$ cat src/rtl/bus_transfer_ctrl.sv
// bus_transfer_ctrl: reading-side bus master for the CPU register file.
// Latches a move request, samples the selected source onto BUS and pulses
// a one-hot LD strobe so the register file captures it (IDLE -> SEL -> LOAD).
// Optional transfer counter: define BUS_TRANSFER_CTRL_XFER_CNT_EN to add xfer_cnt.
module bus_transfer_ctrl #(
    parameter int unsigned WIDTH = 16
) (
    input  logic             clk,
    input  logic             rst,
    input  logic             req_valid,
    output logic             req_ready,
    input  logic [2:0]       req_src,
    input  logic [1:0]       req_dst,
    input  logic [WIDTH-1:0] req_imm,
    input  logic [WIDTH-1:0] t0,
    input  logic [WIDTH-1:0] t1,
    input  logic [WIDTH-1:0] t2,
    input  logic [WIDTH-1:0] t3,
    input  logic [WIDTH-1:0] i0,
    input  logic [WIDTH-1:0] i1,
    input  logic [WIDTH-1:0] src_const,
    output logic [WIDTH-1:0] BUS,
    output logic [3:0]       LD,
    output logic             busy,
    output logic             done
`ifdef BUS_TRANSFER_CTRL_XFER_CNT_EN
    ,
    output logic [15:0]      xfer_cnt
`endif
);

    localparam int unsigned SRC_W = 3;
    localparam int unsigned DST_W = 2;
    localparam int unsigned LD_W  = 4;

    typedef enum logic [1:0] {
        IDLE = 2'd0,
        SEL  = 2'd1,
        LOAD = 2'd2
    } state_t;

    state_t             state_q, state_d;
    logic [SRC_W-1:0]   src_q, src_d;
    logic [DST_W-1:0]   dst_q, dst_d;
    logic [WIDTH-1:0]   imm_q, imm_d;
    logic [WIDTH-1:0]   bus_q, bus_d;
    logic [LD_W-1:0]    ld_q, ld_d;
    logic               busy_q, busy_d;
    logic               done_q, done_d;
    logic               ready_q, ready_d;
    logic [WIDTH-1:0]   sel_c;

    // Source multiplexer driven by the latched source code.
    always_comb begin
        sel_c = WIDTH'(0);
        case (src_q)
            3'd0:    sel_c = t0;
            3'd1:    sel_c = t1;
            3'd2:    sel_c = t2;
            3'd3:    sel_c = t3;
            3'd4:    sel_c = i0;
            3'd5:    sel_c = i1;
            3'd6:    sel_c = src_const;
            default: sel_c = imm_q;
        endcase
    end

    // Next-state logic and next values of the registered outputs.
    always_comb begin
        state_d = state_q;
        src_d   = src_q;
        dst_d   = dst_q;
        imm_d   = imm_q;
        bus_d   = bus_q;
        ld_d    = '0;
        busy_d  = 1'b0;
        done_d  = 1'b0;
        ready_d = 1'b0;

        case (state_q)
            IDLE: begin
                if (req_valid) begin
                    src_d   = req_src;
                    dst_d   = req_dst;
                    imm_d   = req_imm;
                    state_d = SEL;
                end
            end
            SEL: begin
                bus_d   = sel_c;
                state_d = LOAD;
            end
            LOAD: begin
                state_d = IDLE;
            end
            default: begin
                state_d = IDLE;
            end
        endcase

        case (state_d)
            IDLE: ready_d = 1'b1;
            SEL:  busy_d  = 1'b1;
            LOAD: begin
                busy_d = 1'b1;
                done_d = 1'b1;
                ld_d   = LD_W'(4'b1000 >> dst_d);
            end
            default: ready_d = 1'b1;
        endcase
    end

    // State and registered-output update; reset aborts any transfer.
    always_ff @(posedge clk) begin
        if (rst) begin
            state_q <= IDLE;
            src_q   <= '0;
            dst_q   <= '0;
            imm_q   <= '0;
            bus_q   <= '0;
            ld_q    <= '0;
            busy_q  <= 1'b0;
            done_q  <= 1'b0;
            ready_q <= 1'b1;
        end else begin
            state_q <= state_d;
            src_q   <= src_d;
            dst_q   <= dst_d;
            imm_q   <= imm_d;
            bus_q   <= bus_d;
            ld_q    <= ld_d;
            busy_q  <= busy_d;
            done_q  <= done_d;
            ready_q <= ready_d;
        end
    end

    assign BUS       = bus_q;
    assign LD        = ld_q;
    assign busy      = busy_q;
    assign done      = done_q;
    assign req_ready = ready_q;

`ifdef BUS_TRANSFER_CTRL_XFER_CNT_EN
    logic [15:0] cnt_q;

    // Count transfers that complete their LOAD cycle; wraps naturally.
    always_ff @(posedge clk) begin
        if (rst) begin
            cnt_q <= 16'd0;
        end else if (state_q == LOAD) begin
            cnt_q <= cnt_q + 16'd1;
        end
    end

    assign xfer_cnt = cnt_q;
`endif

endmodule

$ cat config.mk
export PLATFORM = sky130hd
export DESIGN_NAME = bus_transfer_ctrl
export DESIGN_NICKNAME = d
export VERILOG_FILES = /design/src/rtl/bus_transfer_ctrl.sv
export SDC_FILE = /design/constraint.sdc
export NUM_CORES = 1
export LEC_CHECK = 0
export CORE_MARGIN = 5
export CORE_UTILIZATION = 39
export DETAILED_ROUTE_END_ITERATION = 10
export GPL_TIMING_DRIVEN = 1
export PLACE_DENSITY = 0.9
export SKIP_CTS_REPAIR_TIMING = 1
export SYNTH_ARGS = -nofsm -noshare
export SYNTH_HDL_FRONTEND = slang
export SYNTH_SLANG_ARGS = --single-unit
$ cat constraint.sdc
create_clock -name clk -period 2 [get_ports clk]
set_input_delay 0.4 -clock clk [delete_from_list [all_inputs] [get_ports clk]]
set_output_delay 0.4 -clock clk [all_outputs]
set_load 0.05 [all_outputs]
# Word level (Yosys, flattened, before mapping)
# Cells that the tools add are included.
[totals]
ram_bits = 0
word_cells = 33
out_inout_bits = 23
n_memories = 0
register_bits = 46
latch_bits = 0
mem_bits_ro = 0
[classes]
n_eq_ne = 9
n_lt_le_gt_ge = 0
bitwise = 1
div_mod_pow = 0
shift = 1
mul = 0
n_reduce_logical = 5
mux = 8
add_sub_neg = 0
[op_table]
columns = ["cell", "n"]
rows = [
  ["$pmux 16 s7", 1],
  ["$eq 3x3->1 const B", 3],
  ["$eq 3x2->1 const B", 2],
  ["$mux 2", 3],
  ["$eq 2x1->1 const B", 2],
  ["$pmux 2 s2", 1],
  ["$reduce_or 2->1", 2],
  ["$shr 4x2->4 const A", 1],
  ["$eq 3x1->1 const B", 1],
  ["$logic_not 3->1", 1],
  ["$mux 1", 3],
  ["$eq 2x2->1 const B", 1],
  ["$logic_not 2->1", 1],
  ["$reduce_and 2->1", 1],
  ["$not 1->1", 1],
]

# Longest topological paths before layout
# Gate-level depths: netlist of run 1.
[depth]
ltp_word = 5
mapped_depth = 7
mapped_depth_nobuf = 4

# Worst setup path after synthesis of run 1
# OpenSTA, ideal clock, no wires.
[synth_path]
path_kind = "flip-flop to flip-flop"
startpoint = "register src_q[2]"
endpoint = "register bus_q[4] (netlist: BUS[4])"
synth_period_minus_slack_ns = 1.441
arrival_ns = 1.309
setup_slack_ns = 0.559
path_stages_with_launch = 7
path_buffers = 2
setup_time_ns = 0.132
cell_sequence = "dfxtp_1 buf_6 buf_6 mux2_4 a221oi_2 o21ai_1 nor4b_4"
[synth_via]
elab_chain_len = 2
elab_cells_between_ends = 8
classes_between = "6 x eq/ne; 1 x mux; 1 x reduce/logical"
[synth_lines]
columns = ["element", "line_no", "source"]
rows = [
  ["start, declared", "43", "logic [SRC_W-1:0] src_q, src_d;"],
  ["start signal, assigned", "127", "src_q <= src_d;"],
  ["$eq 3x3->1 (tied with other cells)", "56", "case (src_q)"],
  ["$pmux 16 s7 (*)", "56", ""],
  ["end signal, assigned", "130", "bus_q <= bus_d;"],
  ["end, declared", "46", "logic [WIDTH-1:0] bus_q, bus_d;"],
]
# Mark *: on every way between the ends. The rest lies on a longest branch, timed or not.
# A chain may end at the register's enable or synchronous reset.

# Worst setup path in the final report of run 1
[layout_path]
startpoint = "register bus_q[1] (netlist: BUS[1])"
endpoint = "output BUS[1]"
[layout_rtl]
columns = ["element", "line_no", "source"]
rows = [
  ["end, declared", "22", "output logic [WIDTH-1:0] BUS,"],
]
# No word-level cell between the ends.

==> results.sh, run 1 <==
export IMPL_synth_compound_area_frac=0.2176
export IMPL_period_needed_ns=1.910
export IMPL_die_y_um=95.60
export IMPL_grt_first_pass_wirelength_mm=14.94
export IMPL_syn_inst=303
export IMPL_ir_worst_vdd_uv=340.0
export IMPL_cp_data_arrival_time_ns=1.51
export IMPL_postLayoutCoreUtil=0.6373
export IMPL_io_buffers=158
export IMPL_finalWirelength_mm=9.871
export IMPL_avgSynthCellArea_um2=9.431
export IMPL_synth_fa_ha_area_frac=0
export IMPL_drive_gt1_frac=0.1828
export IMPL_hold_viol=0
export IMPL_yosys_warnings=0
export IMPL_finClkSkew_ns=0.01188
export IMPL_period_share=0.9551
export IMPL_synth_seq_cells=46
export IMPL_slew_violations=0
export IMPL_fin_setup_tns_ns=0
export IMPL_maxCapViolations=0
export IMPL_hp_class="in2reg"
export IMPL_syn_to_final_growth_pct=60.03
export IMPL_slowest_delay_ns=0.83
export IMPL_wl_per_cell_um=17.85
export IMPL_grt_max_degree=35
export IMPL_cp_buffers_inverters=1
export IMPL_synthMuxAreaShare=0.1471
export IMPL_drc=0
export IMPL_final_cell_mix="154 x clkdlybuf4s50_1, 46 x nand2_1, 45 x dfxtp_1"
export IMPL_max_slew_margin_rel=0.5894
export IMPL_worstPathRequired_ns=1.60
export IMPL_synth_simple_area_share=0.2522
export IMPL_via_per_inst=5.150
export IMPL_finalSetupViolCount=0
export IMPL_htreeDepth=2
export IMPL_hold_ws_ns=0.3365
export IMPL_path_depth=1
export IMPL_path_cells="clkdlybuf4s50_1"
export IMPL_antenna_found_initial=0
export IMPL_worst_slack_ns=0.08987
export IMPL_synth_cell_area_um2=2858
export IMPL_cts_buffers=5
export IMPL_slowest_stage="clkdlybuf4s50_1"
export IMPL_leakage_nw=1.736
export IMPL_core_area_um2=7176
export IMPL_start_kind="register"
export IMPL_hpwl_mm=7.913
export IMPL_post_synth_num_cell_types=37
export IMPL_clk_latency_ns=0.30
export IMPL_cts_buffer_depth=2
export IMPL_synth_xor_area_frac=0
export IMPL_die_w_um=95.60
export IMPL_num_rows=31
export IMPL_area_sequential_um2=922.1
export IMPL_fillers=591
export IMPL_cp_top_family="buffers and inverters"
export IMPL_place_worst_setup_slack_ns=0.1959
export IMPL_syn_nets=439
export IMPL_tightest_slew_ns=0.6158
export IMPL_cts_clk_slew_worst_paths_ns=0.09
export IMPL_end_kind="primary output"
export IMPL_ios=159
export IMPL_cts_sinks=46
export IMPL_p_per_area_nw_per_um2=531.9
export IMPL_n_antenna_cell=0
export IMPL_grt_pass1_vias=2955
export IMPL_outcome="finished clean"
export IMPL_layout_commonest_cell="clkdlybuf4s50_1"
export IMPL_grt_ovfl_total=0
export IMPL_start_util=0.3983
export IMPL_dieArea_um2=9139
export IMPL_antenna_left=0
export IMPL_grt_usage=0.2083
export IMPL_vias=2848
export IMPL_path_max_fanout=2
export IMPL_rr_worst_depth=5
export IMPL_fmax_ghz=0.5235
export IMPL_drt_pass1_iterations=4
export IMPL_root_buffer="clkbuf_8"
export IMPL_first_iter_violations=189
export IMPL_path_class="reg2out"
export IMPL_fin_nets=589
export IMPL_synth_top_family_by_area="simple AND/OR/NAND/NOR gates"
export IMPL_rsz0062_at_grt="no"
export IMPL_multiInputGateArea_um2=1765
export IMPL_cts_tree="built"
export IMPL_synth_seq_area_share=0.3222
export IMPL_total_power_mw=2.432
export IMPL_place_gp_congestion=0.8014
export IMPL_min_path_cells=2
## sequential cells by signal, summed over array words and instances, names as in the netlist
name	flops
LD	4
state_q	2
imm_q	16
dst_q	2
src_q	3
done	1
req_ready	1
BUS	16
busy	1
## synthesized netlist by cell type (all sizes together)
cell type | number | area (um2)
mux2i | 3 | 30.03
clkbuf | 7 | 26.28
nor3b | 4 | 40.03
o32ai | 13 | 113.9
nor2 | 35 | 138.9
o221ai | 1 | 8.760
nor4b | 13 | 291.5
nand2 | 46 | 172.7
o21ai | 19 | 95.09
o211a | 1 | 10.01
nor4 | 1 | 6.260
nand3 | 1 | 5.000
mux4 | 2 | 45.04
and3 | 1 | 6.260
o22ai | 1 | 6.260
mux2 | 27 | 345.3
and3b | 1 | 8.760
dfxtp | 46 | 920.9
a21oi | 35 | 175.2
o211ai | 1 | 7.510
a21o | 1 | 7.510
nor2b | 1 | 8.760
nor3 | 1 | 5.000
a221oi | 13 | 182.7
buf | 20 | 143.9
or2 | 1 | 6.260
inv | 1 | 3.750
a211oi | 2 | 15.01
nand2b | 5 | 31.28
## power by group
part           switching [mW]  internal, mW  leakage, nW
registers              0.0428         0.973        0.378
clock network           0.308         0.247       0.0452
logic                   0.384         0.478         1.31
## final cells by class
type,instances,area share
Multi-Input combinational cell,229,0.3860
Timing Repair Buffer,170,0.3655
Sequential cell,46,0.2016
Tap cell,99,0.02709
Clock buffer,6,0.01587
Clock inverter,2,0.003010
Inverter,1,0.0008208
## metrics by stage
step | area, um2 | cells
4_1_cts | 4571 | 553
2_1_floorplan | 2858 | 303
3_5_place_dp | 4484 | 545
3_3_place_gp | 4484 | 545
5_1_grt | 4573 | 553
6_report | 4573 | 553
## worst paths after layout
path / startpoint / to / slack (ns)
worst min register to register: imm_q[4] / imm_q[4] / 0.46
worst max register to register: src_q[2] / BUS[12] / 0.20
worst max-delay path: BUS[1] / BUS[1] / 0.09
worst min-delay path: rst / done / 0.34
## per-layer routing
layer	vias to the layer above	global-route usage	routed length, um
li1	1407	-	-
met4	0	0.05095	98
met3	10	0.06393	1058
met2	125	0.3619	4895
met5	-	0	0
met1	1306	0.2494	3819
## cells by family (layout without fill, tap and decap cells)
group,Yosys count,count (layout)
AO/OA/AOI/OAI,87,87
AND/OR/NAND/NOR,110,110
buffers and inverters,28,179
multiplexers,32,32
flip-flops,46,46
Power figures use the tool's default switching activity.
==> run 2, diff against run 1 <==
Settings changed: HOLD_SLACK_MARGIN set to 0.02.
==> results of run 2 <==
Final layout, timing and power as in run 1 (identical DEF).
==> run 3, diff against run 2 <==
Settings changed: ABC_AREA set to 1, CORE_ASPECT_RATIO set to 1.4.
==> run 3 against run 2 <==
Compared with the run above:
- highest routed layer unchanged
- fmax increased by 0.44%
- register-to-register slack improved by 0.03 ns
- worst hold slack improved by 0.17 ns
- critical path depth unchanged
- non-clock buffer count decreased by 1
- combinational power increased by 9.5%
- die area increased by 0.97%
- clock power increased by 3%
- largest cell class is now buffers
- design area about the same
- power increased by 4.9%
==> results.sh, run 3 <==
export IMPL_start_util=0.3963
export IMPL_slew_violations=0
export IMPL_p_per_area_nw_per_um2=558.5
export IMPL_period_needed_ns=1.902
export IMPL_maxCapViolations=0
export IMPL_vias=3732
export IMPL_cts_sinks=46
export IMPL_fmax_ghz=0.5258
export IMPL_drive_gt1_frac=0.07383
export IMPL_n_antenna_cell=0
export IMPL_fin_nets=731
export IMPL_cp_top_family="buffers and inverters"
export IMPL_ios=159
export IMPL_seq_power_share=0.406
export IMPL_htreeDepth=2
export IMPL_grt_max_degree=49
export IMPL_ir_worst_vdd_uv=467.9
export IMPL_yosys_warnings=0
export IMPL_via_per_inst=5.385
export IMPL_tightest_slew_ns=0.6124
export IMPL_cts_buffer_depth=2
export IMPL_antenna_left=0
export IMPL_worstPathRequired_ns=1.60
export IMPL_clk_latency_ns=0.30
export IMPL_path_max_fanout=2
export IMPL_path_cells="clkdlybuf4s50_1"
export IMPL_finalSetupViolCount=0
export IMPL_ys_flop_type="dfxtp_1"
export IMPL_leakage_nw=1.971
export IMPL_finClkSkew_ns=0.01191
export IMPL_layout_commonest_cell="clkdlybuf4s50_1"
export IMPL_ys_async_sr_fraction=0
export IMPL_grt_usage=0.2335
export IMPL_die_y_um=111.7
export IMPL_first_iter_violations=284
export IMPL_cts_tree="built"
export IMPL_cp_data_arrival_time_ns=1.50
export IMPL_finalWirelength_mm=11.18
export IMPL_outcome="finished clean"
export IMPL_rsz0062_at_grt="no"
export IMPL_r2r_slack_ns=0.23
export IMPL_drc=0
export IMPL_synth_top_family_by_area="simple AND/OR/NAND/NOR gates"
export IMPL_syn_nets=594
export IMPL_hpwl_mm=8.411
export IMPL_max_slew_margin_rel=0.5911
export IMPL_antenna_found_initial=0
export IMPL_synth_cell_area_um2=2880
export IMPL_cts_buffers=5
export IMPL_cts_clk_slew_worst_paths_ns=0.09
export IMPL_synth_compound_area_frac=0.07124
export IMPL_switchingPower_mw=0.8926
export IMPL_syn_inst=458
export IMPL_post_synth_num_cell_types=22
export IMPL_wl_per_cell_um=16.13
export IMPL_hp_class="reg2reg"
export IMPL_grt_ovfl_total=0
export IMPL_synth_simple_area_share=0.5065
export IMPL_path_class="reg2out"
export IMPL_synth_fa_ha_area_frac=0
export IMPL_start_kind="register"
export IMPL_slowest_delay_ns=0.85
export IMPL_fin_setup_tns_ns=0
export IMPL_clockPowerShare=0.224
export IMPL_synth_seq_area_share=0.3197
export IMPL_postLayoutCoreUtil=0.6287
export IMPL_synth_edf_count=0
export IMPL_root_buffer="clkbuf_8"
export IMPL_synth_common_cells="122 x nor2_1, 80 x nand4_1, 56 x nand2_1"
export IMPL_final_cell_mix="157 x clkdlybuf4s50_1, 122 x nor2_1, 80 x nand4_1"
export IMPL_synthMuxAreaShare=0
export IMPL_grt_pass1_vias=3505
export IMPL_cp_buffers_inverters=1
export IMPL_grt_first_pass_wirelength_mm=16.93
export IMPL_synth_seq_cells=46
export IMPL_synth_top_area_frac=0.3197
export IMPL_synth_area_leaders="dfxtp_1 32%, nand4_1 17%, nor2_1 16%"
export IMPL_drt_pass1_iterations=5
export IMPL_swShare=0.3498
export IMPL_io_buffers=158
export IMPL_num_rows=37
export IMPL_place_gp_congestion=0.8653
export IMPL_die_w_um=82.63
export IMPL_dieArea_um2=9228
export IMPL_avgSynthCellArea_um2=6.289
export IMPL_synth_xor_area_frac=0
export IMPL_hold_viol=0
export IMPL_internal_power_mw=1.659
export IMPL_pwr_share_comb=0.370
export IMPL_end_kind="primary output"
export IMPL_syn_to_final_growth_pct=58.64
export IMPL_synth_most_common_cell="nor2_1"
export IMPL_slowest_stage="clkdlybuf4s50_1"
export IMPL_period_share=0.9509
export IMPL_core_area_um2=7268
export IMPL_hold_ws_ns=0.5025
export IMPL_yosys_area_top_type="dfxtp_1"
==> run 3: cell types whose count changed after synthesis, sizes merged, moves of 19 or more <==
cell   change
o21ai     +19
a21oi     -32
mux2      -27
inv       +24
nand4     +80
nor2      +89
nand3     +31
nand2     +22
==> run 3: metal layers <==
| metal | track usage | part of all wire |
|---|---|---|
| met1 | 0.2748 | 0.38 |
| met2 | 0.4111 | 0.52 |
| met3 | 0.05016 | 0.081 |
| met4 | 0.07197 | 0.020 |
| met5 | 0 | 0 |
==> run 3: kinds of logic after synthesis <==
kind of cell | Yosys count
flip-flops | 46
AO/OA/AOI/OAI | 41
AND/OR/NAND/NOR | 307
buffers and inverters | 64
==> run 3: cell type report <==
cell class | instances | area [um2]
Timing Repair Buffer | 169 | 1674
Inverter | 25 | 96.34
Fill cell | 656 | 2699
Sequential cell | 46 | 923.4
Multi-Input combinational cell | 348 | 1664
Clock inverter | 3 | 21.27
Tap cell | 97 | 121.4
Clock buffer | 5 | 68.82
==> run 3: final timing paths <==
path                            startpoint         to  cells past startpoint
worst min register to register   imm_q[12]  imm_q[12]                      2
worst max-delay path                BUS[1]     BUS[1]                      1
worst max register to register    src_q[1]    BUS[14]                      7
worst min-delay path             imm_q[12]  imm_q[12]                      2
==> run 3: per-stage QoR <==
stage,cells,setup slack [ns],power [mW],instance area [um2]
after floorplan,458,0.7613,1.557,2880
after global placement,685,0.3615,1.968,4479
after detailed placement,685,0.2762,1.992,4479
after CTS,693,0.09815,2.557,4569
after global routing,693,0.06168,2.684,4569
final,693,0.09828,2.552,4569
==> run 3: power by group through the flow <==
stage          Combinational (mW)  Sequential, mW  Clock, mW
3_3_place_gp                0.916            1.05          0
2_1_floorplan               0.416            1.14          0
4_1_cts                     0.939            1.03      0.583
6_report                    0.944            1.04      0.573
3_5_place_dp                0.936            1.06          0
5_1_grt                      1.02            1.04      0.622
